## src/rtl/fifo_ctrl_param_if.sv

```systemverilog
// Request/response bundle between user request logic and the FIFO controller.
// The master drives requests; the slave (controller) drives RAM enables,
// pointers, occupancy and status flags.
interface fifo_ctrl_param_if #(
    parameter int unsigned ADDR_W = 4
);
    logic              read;
    logic              write;
    logic              flush;
    logic              err_clr;
    logic              wr_en;
    logic              rd_en;
    logic [ADDR_W-1:0] writeAddr;
    logic [ADDR_W-1:0] readAddr;
    logic [ADDR_W:0]   count;
    logic              empty;
    logic              full;
    logic              almost_empty;
    logic              almost_full;
    logic              overflow;
    logic              underflow;
    logic              error;

    modport master (
        output read, write, flush, err_clr,
        input  wr_en, rd_en, writeAddr, readAddr, count,
        input  empty, full, almost_empty, almost_full,
        input  overflow, underflow, error
    );

    modport slave (
        input  read, write, flush, err_clr,
        output wr_en, rd_en, writeAddr, readAddr, count,
        output empty, full, almost_empty, almost_full,
        output overflow, underflow, error
    );
endinterface

```

## src/rtl/fifo_ctrl_param.sv

```systemverilog
// Parametrised FIFO controller: head/tail pointers and occupancy count for a
// dual-port RAM, with simultaneous read/write, flush, threshold flags and
// overflow/underflow reporting.
// Optional feature macro: FIFO_CTRL_STICKY_ERR_EN (sticky error register
// cleared by err_clr); when undefined, error is a combinational pulse.
module fifo_ctrl_param #(
    parameter int unsigned ADDR_W    = 4,
    parameter int unsigned AFULL_TH  = (1 << ADDR_W) - 2,
    parameter int unsigned AEMPTY_TH = 2
) (
    input logic              clk,
    input logic              reset,
    fifo_ctrl_param_if.slave bus
);
    localparam int unsigned DEPTH = 1 << ADDR_W;
    localparam int unsigned CNT_W = ADDR_W + 1;
    localparam logic [CNT_W-1:0] DEPTH_C  = CNT_W'(DEPTH);
    localparam logic [CNT_W-1:0] AFULL_C  = CNT_W'(AFULL_TH);
    localparam logic [CNT_W-1:0] AEMPTY_C = CNT_W'(AEMPTY_TH);

    logic [ADDR_W-1:0] head_q;
    logic [ADDR_W-1:0] tail_q;
    logic [CNT_W-1:0]  count_q;

    logic empty_c;
    logic full_c;
    logic rd_acc_c;
    logic wr_acc_c;
    logic ovf_c;
    logic unf_c;

    // Request acceptance and error pulses; all qualified off while in reset.
    always_comb begin
        empty_c  = (count_q == '0);
        full_c   = (count_q == DEPTH_C);
        rd_acc_c = reset & bus.read & ~empty_c & ~bus.flush;
        wr_acc_c = reset & bus.write & ~bus.flush & (~full_c | rd_acc_c);
        ovf_c    = reset & bus.write & full_c & ~rd_acc_c & ~bus.flush;
        unf_c    = reset & bus.read & empty_c & ~bus.flush;
    end

    // Pointer and occupancy update; flush overrides any accepted request.
    always_ff @(posedge clk or negedge reset) begin
        if (!reset) begin
            head_q  <= '0;
            tail_q  <= '0;
            count_q <= '0;
        end else if (bus.flush) begin
            head_q  <= '0;
            tail_q  <= '0;
            count_q <= '0;
        end else begin
            if (rd_acc_c) head_q <= head_q + ADDR_W'(1);
            if (wr_acc_c) tail_q <= tail_q + ADDR_W'(1);
            if (wr_acc_c && !rd_acc_c)      count_q <= count_q + CNT_W'(1);
            else if (rd_acc_c && !wr_acc_c) count_q <= count_q - CNT_W'(1);
        end
    end

    assign bus.rd_en        = rd_acc_c;
    assign bus.wr_en        = wr_acc_c;
    assign bus.readAddr     = head_q;
    assign bus.writeAddr    = tail_q;
    assign bus.count        = count_q;
    assign bus.empty        = empty_c;
    assign bus.full         = full_c;
    assign bus.almost_full  = (count_q >= AFULL_C);
    assign bus.almost_empty = (count_q <= AEMPTY_C);
    assign bus.overflow     = ovf_c;
    assign bus.underflow    = unf_c;

`ifdef FIFO_CTRL_STICKY_ERR_EN
    logic err_q;

    // Sticky error: a new event in the same cycle as err_clr keeps it set.
    always_ff @(posedge clk or negedge reset) begin
        if (!reset) begin
            err_q <= 1'b0;
        end else if (ovf_c || unf_c) begin
            err_q <= 1'b1;
        end else if (bus.err_clr) begin
            err_q <= 1'b0;
        end
    end

    assign bus.error = err_q;
`else
    logic unused_err_clr;

    assign unused_err_clr = bus.err_clr;
    assign bus.error      = ovf_c | unf_c;
`endif
endmodule

```

## src/flat_wrapper.sv

```systemverilog
// flat-port wrapper written by rule: the top's interface ports become plain ports
module fifo_ctrl_param_flat 
#(
    parameter int unsigned ADDR_W    = 4,
    parameter int unsigned AFULL_TH  = (1 << ADDR_W) - 2,
    parameter int unsigned AEMPTY_TH = 2
)
  (clk, reset, bus_read, bus_write, bus_flush, bus_err_clr, bus_wr_en, bus_rd_en, bus_writeAddr, bus_readAddr, bus_count, bus_empty, bus_full, bus_almost_empty, bus_almost_full, bus_overflow, bus_underflow, bus_error);
  fifo_ctrl_param_if #(.ADDR_W(ADDR_W)) bus_i ();
  input logic clk;
  input logic reset;
  input wire logic [$bits(bus_i.read)-1:0] bus_read;
  input wire logic [$bits(bus_i.write)-1:0] bus_write;
  input wire logic [$bits(bus_i.flush)-1:0] bus_flush;
  input wire logic [$bits(bus_i.err_clr)-1:0] bus_err_clr;
  output wire logic [$bits(bus_i.wr_en)-1:0] bus_wr_en;
  output wire logic [$bits(bus_i.rd_en)-1:0] bus_rd_en;
  output wire logic [$bits(bus_i.writeAddr)-1:0] bus_writeAddr;
  output wire logic [$bits(bus_i.readAddr)-1:0] bus_readAddr;
  output wire logic [$bits(bus_i.count)-1:0] bus_count;
  output wire logic [$bits(bus_i.empty)-1:0] bus_empty;
  output wire logic [$bits(bus_i.full)-1:0] bus_full;
  output wire logic [$bits(bus_i.almost_empty)-1:0] bus_almost_empty;
  output wire logic [$bits(bus_i.almost_full)-1:0] bus_almost_full;
  output wire logic [$bits(bus_i.overflow)-1:0] bus_overflow;
  output wire logic [$bits(bus_i.underflow)-1:0] bus_underflow;
  output wire logic [$bits(bus_i.error)-1:0] bus_error;
  assign bus_i.read = bus_read;
  assign bus_i.write = bus_write;
  assign bus_i.flush = bus_flush;
  assign bus_i.err_clr = bus_err_clr;
  assign bus_wr_en = bus_i.wr_en;
  assign bus_rd_en = bus_i.rd_en;
  assign bus_writeAddr = bus_i.writeAddr;
  assign bus_readAddr = bus_i.readAddr;
  assign bus_count = bus_i.count;
  assign bus_empty = bus_i.empty;
  assign bus_full = bus_i.full;
  assign bus_almost_empty = bus_i.almost_empty;
  assign bus_almost_full = bus_i.almost_full;
  assign bus_overflow = bus_i.overflow;
  assign bus_underflow = bus_i.underflow;
  assign bus_error = bus_i.error;
  fifo_ctrl_param #(.ADDR_W(ADDR_W), .AFULL_TH(AFULL_TH), .AEMPTY_TH(AEMPTY_TH)) u_core (.clk(clk), .reset(reset), .bus(bus_i));
endmodule
```

## config.mk

```make
export PLATFORM = sky130hd
export DESIGN_NAME = fifo_ctrl_param_flat
export DESIGN_NICKNAME = d
export VERILOG_FILES = /design/src/rtl/fifo_ctrl_param_if.sv /design/src/rtl/fifo_ctrl_param.sv /design/src/flat_wrapper.sv
export SDC_FILE = /design/constraint.sdc
export NUM_CORES = 1
export LEC_CHECK = 0
export BUFFER_PORTS_ARGS = -buffer_cell sky130_fd_sc_hd__buf_2
export CORE_MARGIN = 5
export CORE_UTILIZATION = 54
export DETAILED_ROUTE_END_ITERATION = 12
export GPL_TIMING_DRIVEN = 0
export PLACE_DENSITY = 0.83
export SLEW_MARGIN = 20
export SYNTH_ARGS = -nofsm -noshare
export SYNTH_HDL_FRONTEND = slang
export SYNTH_SLANG_ARGS = --single-unit
```

## constraint.sdc

```tcl
create_clock -name clk -period 5.7 [get_ports clk]
set_clock_uncertainty 0.15 [all_clocks]
set_input_delay 0.57 -clock clk [delete_from_list [all_inputs] [get_ports clk]]
set_output_delay 0.57 -clock clk [all_outputs]
set_load 0.1 [all_outputs]
```

* After elaboration in Yosys (flattened, before gate mapping)
Index checks and enable logic that the tools add are counted.
Storage, ports and cells: logic and storage cells 42, bits in registers 13, output and inout bits 22
Cells by class: magnitude comparators 2, eq/ne operators 1, mux-type cells 7, reductions and logical operators 8, bitwise operators 17, $add $sub $neg 4
Operator list (number):
- 2-to-1 mux 4 bit | 4
- 2-to-1 mux 5 bit | 3
- bitwise AND 1 bit | 11
- adder 4 x 1 -> 4 bit (second input constant) | 2
- adder 5 x 1 -> 5 bit (second input constant) | 1
- equality test 5 bit (second input constant) | 1
- greater-or-equal comparator 5 x 4 -> 1 bit (second input constant) | 1
- <= comparator 5 x 2 -> 1 bit (second input constant) | 1
- logical NOT 5 bit | 1
- subtractor 5 x 1 -> 5 bit (second input constant) | 1
- inverter 1 bit | 4
- nonzero test 2 bit | 2
- nonzero test 3 bit | 1
- logical AND 1 bit | 2
- logical NOT 1 bit | 2
- bitwise OR 1 bit | 2

* Depth between registers and ports, before layout
depth after elaboration 11, depth in mapped cells 9

* Worst setup path before layout
OpenSTA, ideal clock, no wires.
path kind reg2out, start register u_core.count_q[4] (netlist: u_core.bus.count[4]), end output port bus_almost_empty, path slack -752 ps, data required time 4980 ps, cell stages (with the launch flop) 3, arrival 5732 ps, cells stage by stage dfrtp_1 buf_1 a2111oi_0
Between the ends: longest elaborated chain between the ends 1
Ends and longest elaborated chain:
- from (decl) | RTL line fifo_ctrl_param.sv:23 | logic [CNT_W-1:0] count_q;
- from (signal assigned) | RTL line fifo_ctrl_param.sv:55 | if (wr_acc_c && !rd_acc_c) count_q <= count_q + CNT_W'(1);
- from (signal assigned) | RTL line fifo_ctrl_param.sv:56 | else if (rd_acc_c && !wr_acc_c) count_q <= count_q - CNT_W'(1);
- <= comparator 5 x 2 -> 1 bit | RTL line fifo_ctrl_param.sv:68 | assign bus.almost_empty = (count_q <= AEMPTY_C);
- to (decl) | RTL line flat_wrapper.sv:23 | output wire logic [$bits(bus_i.almost_empty)-1:0] bus_almost_empty;
No other way between the ends.

* Worst setup path after layout
start register u_core.count_q[1] (netlist: u_core.bus.count[1]), end register u_core.count_q[4] (netlist: u_core.bus.count[4])
Between the ends: longest elaborated chain between the ends 9
Ends and longest elaborated chain:
- logical NOT 5 bit | RTL line fifo_ctrl_param.sv:34 | empty_c = (count_q == '0);
- inverter 1 bit | RTL line fifo_ctrl_param.sv:36 | rd_acc_c = reset & bus.read & ~empty_c & ~bus.flush;
- bitwise AND 1 bit (2 in series) | RTL line fifo_ctrl_param.sv:36
- bitwise OR 1 bit | RTL line fifo_ctrl_param.sv:37 | wr_acc_c = reset & bus.write & ~bus.flush & (~full_c | rd_acc_c);
- bitwise AND 1 bit | RTL line fifo_ctrl_param.sv:37
- logical AND 1 bit / logical NOT 1 bit (equally long branches) | RTL line fifo_ctrl_param.sv:55, fifo_ctrl_param.sv:56
- 2-to-1 mux 5 bit / logical AND 1 bit (equally long branches) | RTL line fifo_ctrl_param.sv:55, fifo_ctrl_param.sv:56
- 2-to-1 mux 5 bit / nonzero test 3 bit (equally long branches)
Several ways; a longest one is shown, not always the timed one. The select of a mux whose other input is x is not followed. A chain may end at the register's enable or synchronous reset.

==> run summary <==
Worst setup EP type = flop
Layout Area Growth over Synthesis = 18.8%
Worst-Margin Slew = 0.592 ns
top-count cell post-synth = dfrtp_1
# DRC = 0
post-CTS resize count = 0
dominant cells by area after synthesis = dfrtp_1 34%, ha_1 7.9%, mux2i_1 4.2%
most frequent cells after synthesis = 13 x dfrtp_1, 8 x nand2_1, 8 x nor2_1, 6 x ha_1, 4 x mux2i_1
headroom to the max-slew limit = 59.5%
dominant combinational cell family by area after synthesis = simple AND/OR/NAND/NOR gates
Routed Antenna Nets = 0
TritonRoute pass-1 iters = 4
max_cap viols = 0
CTS Sinks = 13
Max clock buf depth = 2
ANT cells = 0
crit share post-route = 56.7%
Die X = 52.0 um
Finished Layout Cells = 151
routed wire length = 2.19 mm
largest area contributor in the netlist = dfrtp_1
status = finished clean
Synth Flop Type = dfrtp_1
sequential area share after synthesis = 34.2%
kind of critical path = reg -> reg
Setup Buffers After CTS = 0
largest net degree at the start of global routing = 19
post-synthesis compound-gate area fraction = 16.8%
# fillers = 159
final period demand of the worst path = 3.23 ns
unrepaired setup endpoints after global routing = no
CTS clk-pin slew, worst paths = 0.08 ns
post-synthesis adder-cell area fraction = 10.0%
f_max = 309 MHz
First DRT Iteration DRCs = 29
FP Rows = 15
clock root cell = clkbuf_4
post-synthesis mux area share = 10.1%
xor and xnor area share after synthesis = 5.53%
share of layout cells above drive strength 1 = 29.4%
Hold Fails Final Rpt = 0
ys async rst share = 100%
IO Pins = 28
RD Place Congestion = 0.776
placed cell count = 147
Gate Count Post-Synth = 98
static leakage = 0.571 nW
gr ovfl total = 0
Core Area = 1710 um^2
Syn Nets = 111
Avg Inst Size Synth = 9.70 um^2
synthesized area = 951 um^2
layout net count = 140
Final Max Slew Viols = 0
count of cell types in the netlist = 37
Num CTS Buffers = 3
via count = 860
total of warnings raised by yosys = 0
die area = 2700 um^2
I/O Buffers = 24
CTS tree = built
peak fanout along the critical path = 9
Routed WL per cell = 14.5 um
startpoint types = flop
maximum vdd ir drop = 0.000291 V
pwr dens = 552 nW/um^2
Final Setup Violations = 0
Starting Density = 55.7%
vias per cell = 5.70
initial antenna violation count = 0
Simple-Gate Fraction of Synth Area = 20.0%
Synth Register Bits = 13
number of synthesized flops with an enable pin = 0
setup TNS = 0 ns
Worst EP required = 5.72 ns
share of the synthesized area in the top cell type = 34.2%
H-tree depth = 1
first-pass GRT wire length = 3.80 mm
Die Y = 52.0 um
arrival time at the worst endpoint = 3.25 ns
Min-Delay Path Class = in -> async
vias in the first global route = 879
GRT Util Overall = 19.1%
Post-CTS Hold Buffers = 0
Worst-Skew Late Latency = 0.28 ns
DP HPWL = 1.69 mm
-- registers in the layout (all words and copies together), names as in the netlist --
signal                count
u_core.bus.count          5
u_core.bus.readAddr       4
u_core.bus.writeAddr      4
-- cells in the final DEF, fill, tap and decap left out, types with 4 or more instances in the layout --
cell	Yosys	layout
nor2_1	8	8
dfrtp_1	13	13
ha_1	6	6
clkbuf_1	3	4
buf_2	1	25
mux2i_1	4	4
nand2_1	8	8
-- per-stage QoR --
stage	instance area (um^2)	power (mW)	setup WS (ns)	util [%]	hold WS, ns
after floorplan	952	0.497	0.412	-	0.124
after global placement	1100	0.554	2.43	64.6	0.345
after detailed placement	1100	0.567	2.38	64.6	0.352
after CTS	1130	0.626	2.46	66.2	0.0460
after global routing	1130	0.656	2.24	66.2	0.0529
final	1130	0.623	2.47	66.2	0.0415
-- power breakdown --
group | total (mW) | leakage (nW) | switching (mW) | internal (mW)
registers | 0.140 | 0.174 | 0.0331 | 0.107
clock network | 0.0596 | 0.0150 | 0.0324 | 0.0272
logic | 0.424 | 0.381 | 0.332 | 0.0914
total | 0.623 | 0.571 | 0.398 | 0.226
-- cells by family after synthesis --
family / after synthesis
muxes: 9
adders and majority gates: 7
xor gates and xnor gates: 6
and+or+nand+nor: 35
buffers and inverters: 8
AOI/OAI and AO/OA: 20
DFF: 13
-- routing by layer --
metal	vias up	wire [um]	track usage, %
met5	-	0	0
met4	0	61	10.5
met3	7	135	3.44
met2	34	1080	32.2
met1	404	914	22.5
li1	415	-	-
-- worst max-delay path, stage by stage (launching register included) --
cell       delay [ns]
dfrtp_1          0.51
o41a_1           0.51
a211oi_1         0.36
inv_1            0.20
fa_1             0.44
a21o_1           0.20
a21oi_1          0.23
mux2_2           0.36
a2bb2oi_1        0.14
-- cell type report --
type | count | area [um^2] | area share [%]
clock buffer | 4 | 26.3 | 2.33
timing repair buffer | 24 | 120 | 10.6
buffer | 5 | 20.0 | 1.77
sequential | 13 | 325 | 28.8
inverter | 3 | 11.3 | 0.997
multi-input combinational | 77 | 596 | 52.7
tap | 25 | 31.3 | 2.77
-- path summary, 6_finish.rpt --
| check | from | end | slack (ns) | cells past startpoint |
|---|---|---|---|---|
| min reg2reg | u_core.bus.writeAddr[2]$_DFFE_PN0P_ | u_core.bus.writeAddr[2]$_DFFE_PN0P_ | 0.37 | 1 |
| max in group asynchronous | reset | u_core.bus.readAddr[2]$_DFFE_PN0P_ | 5.09 | 1 |
| max | u_core.bus.count[1]$_DFFE_PN0P_ | u_core.bus.count[4]$_DFFE_PN0P_ | 2.47 | 8 |
| max reg2reg | u_core.bus.count[1]$_DFFE_PN0P_ | u_core.bus.count[4]$_DFFE_PN0P_ | 2.47 | 8 |
| min | reset | u_core.bus.count[4]$_DFFE_PN0P_ | 0.04 | 1 |
| min in group clk | u_core.bus.writeAddr[2]$_DFFE_PN0P_ | u_core.bus.writeAddr[2]$_DFFE_PN0P_ | 0.37 | 1 |
Power figures use the tool's default switching activity.
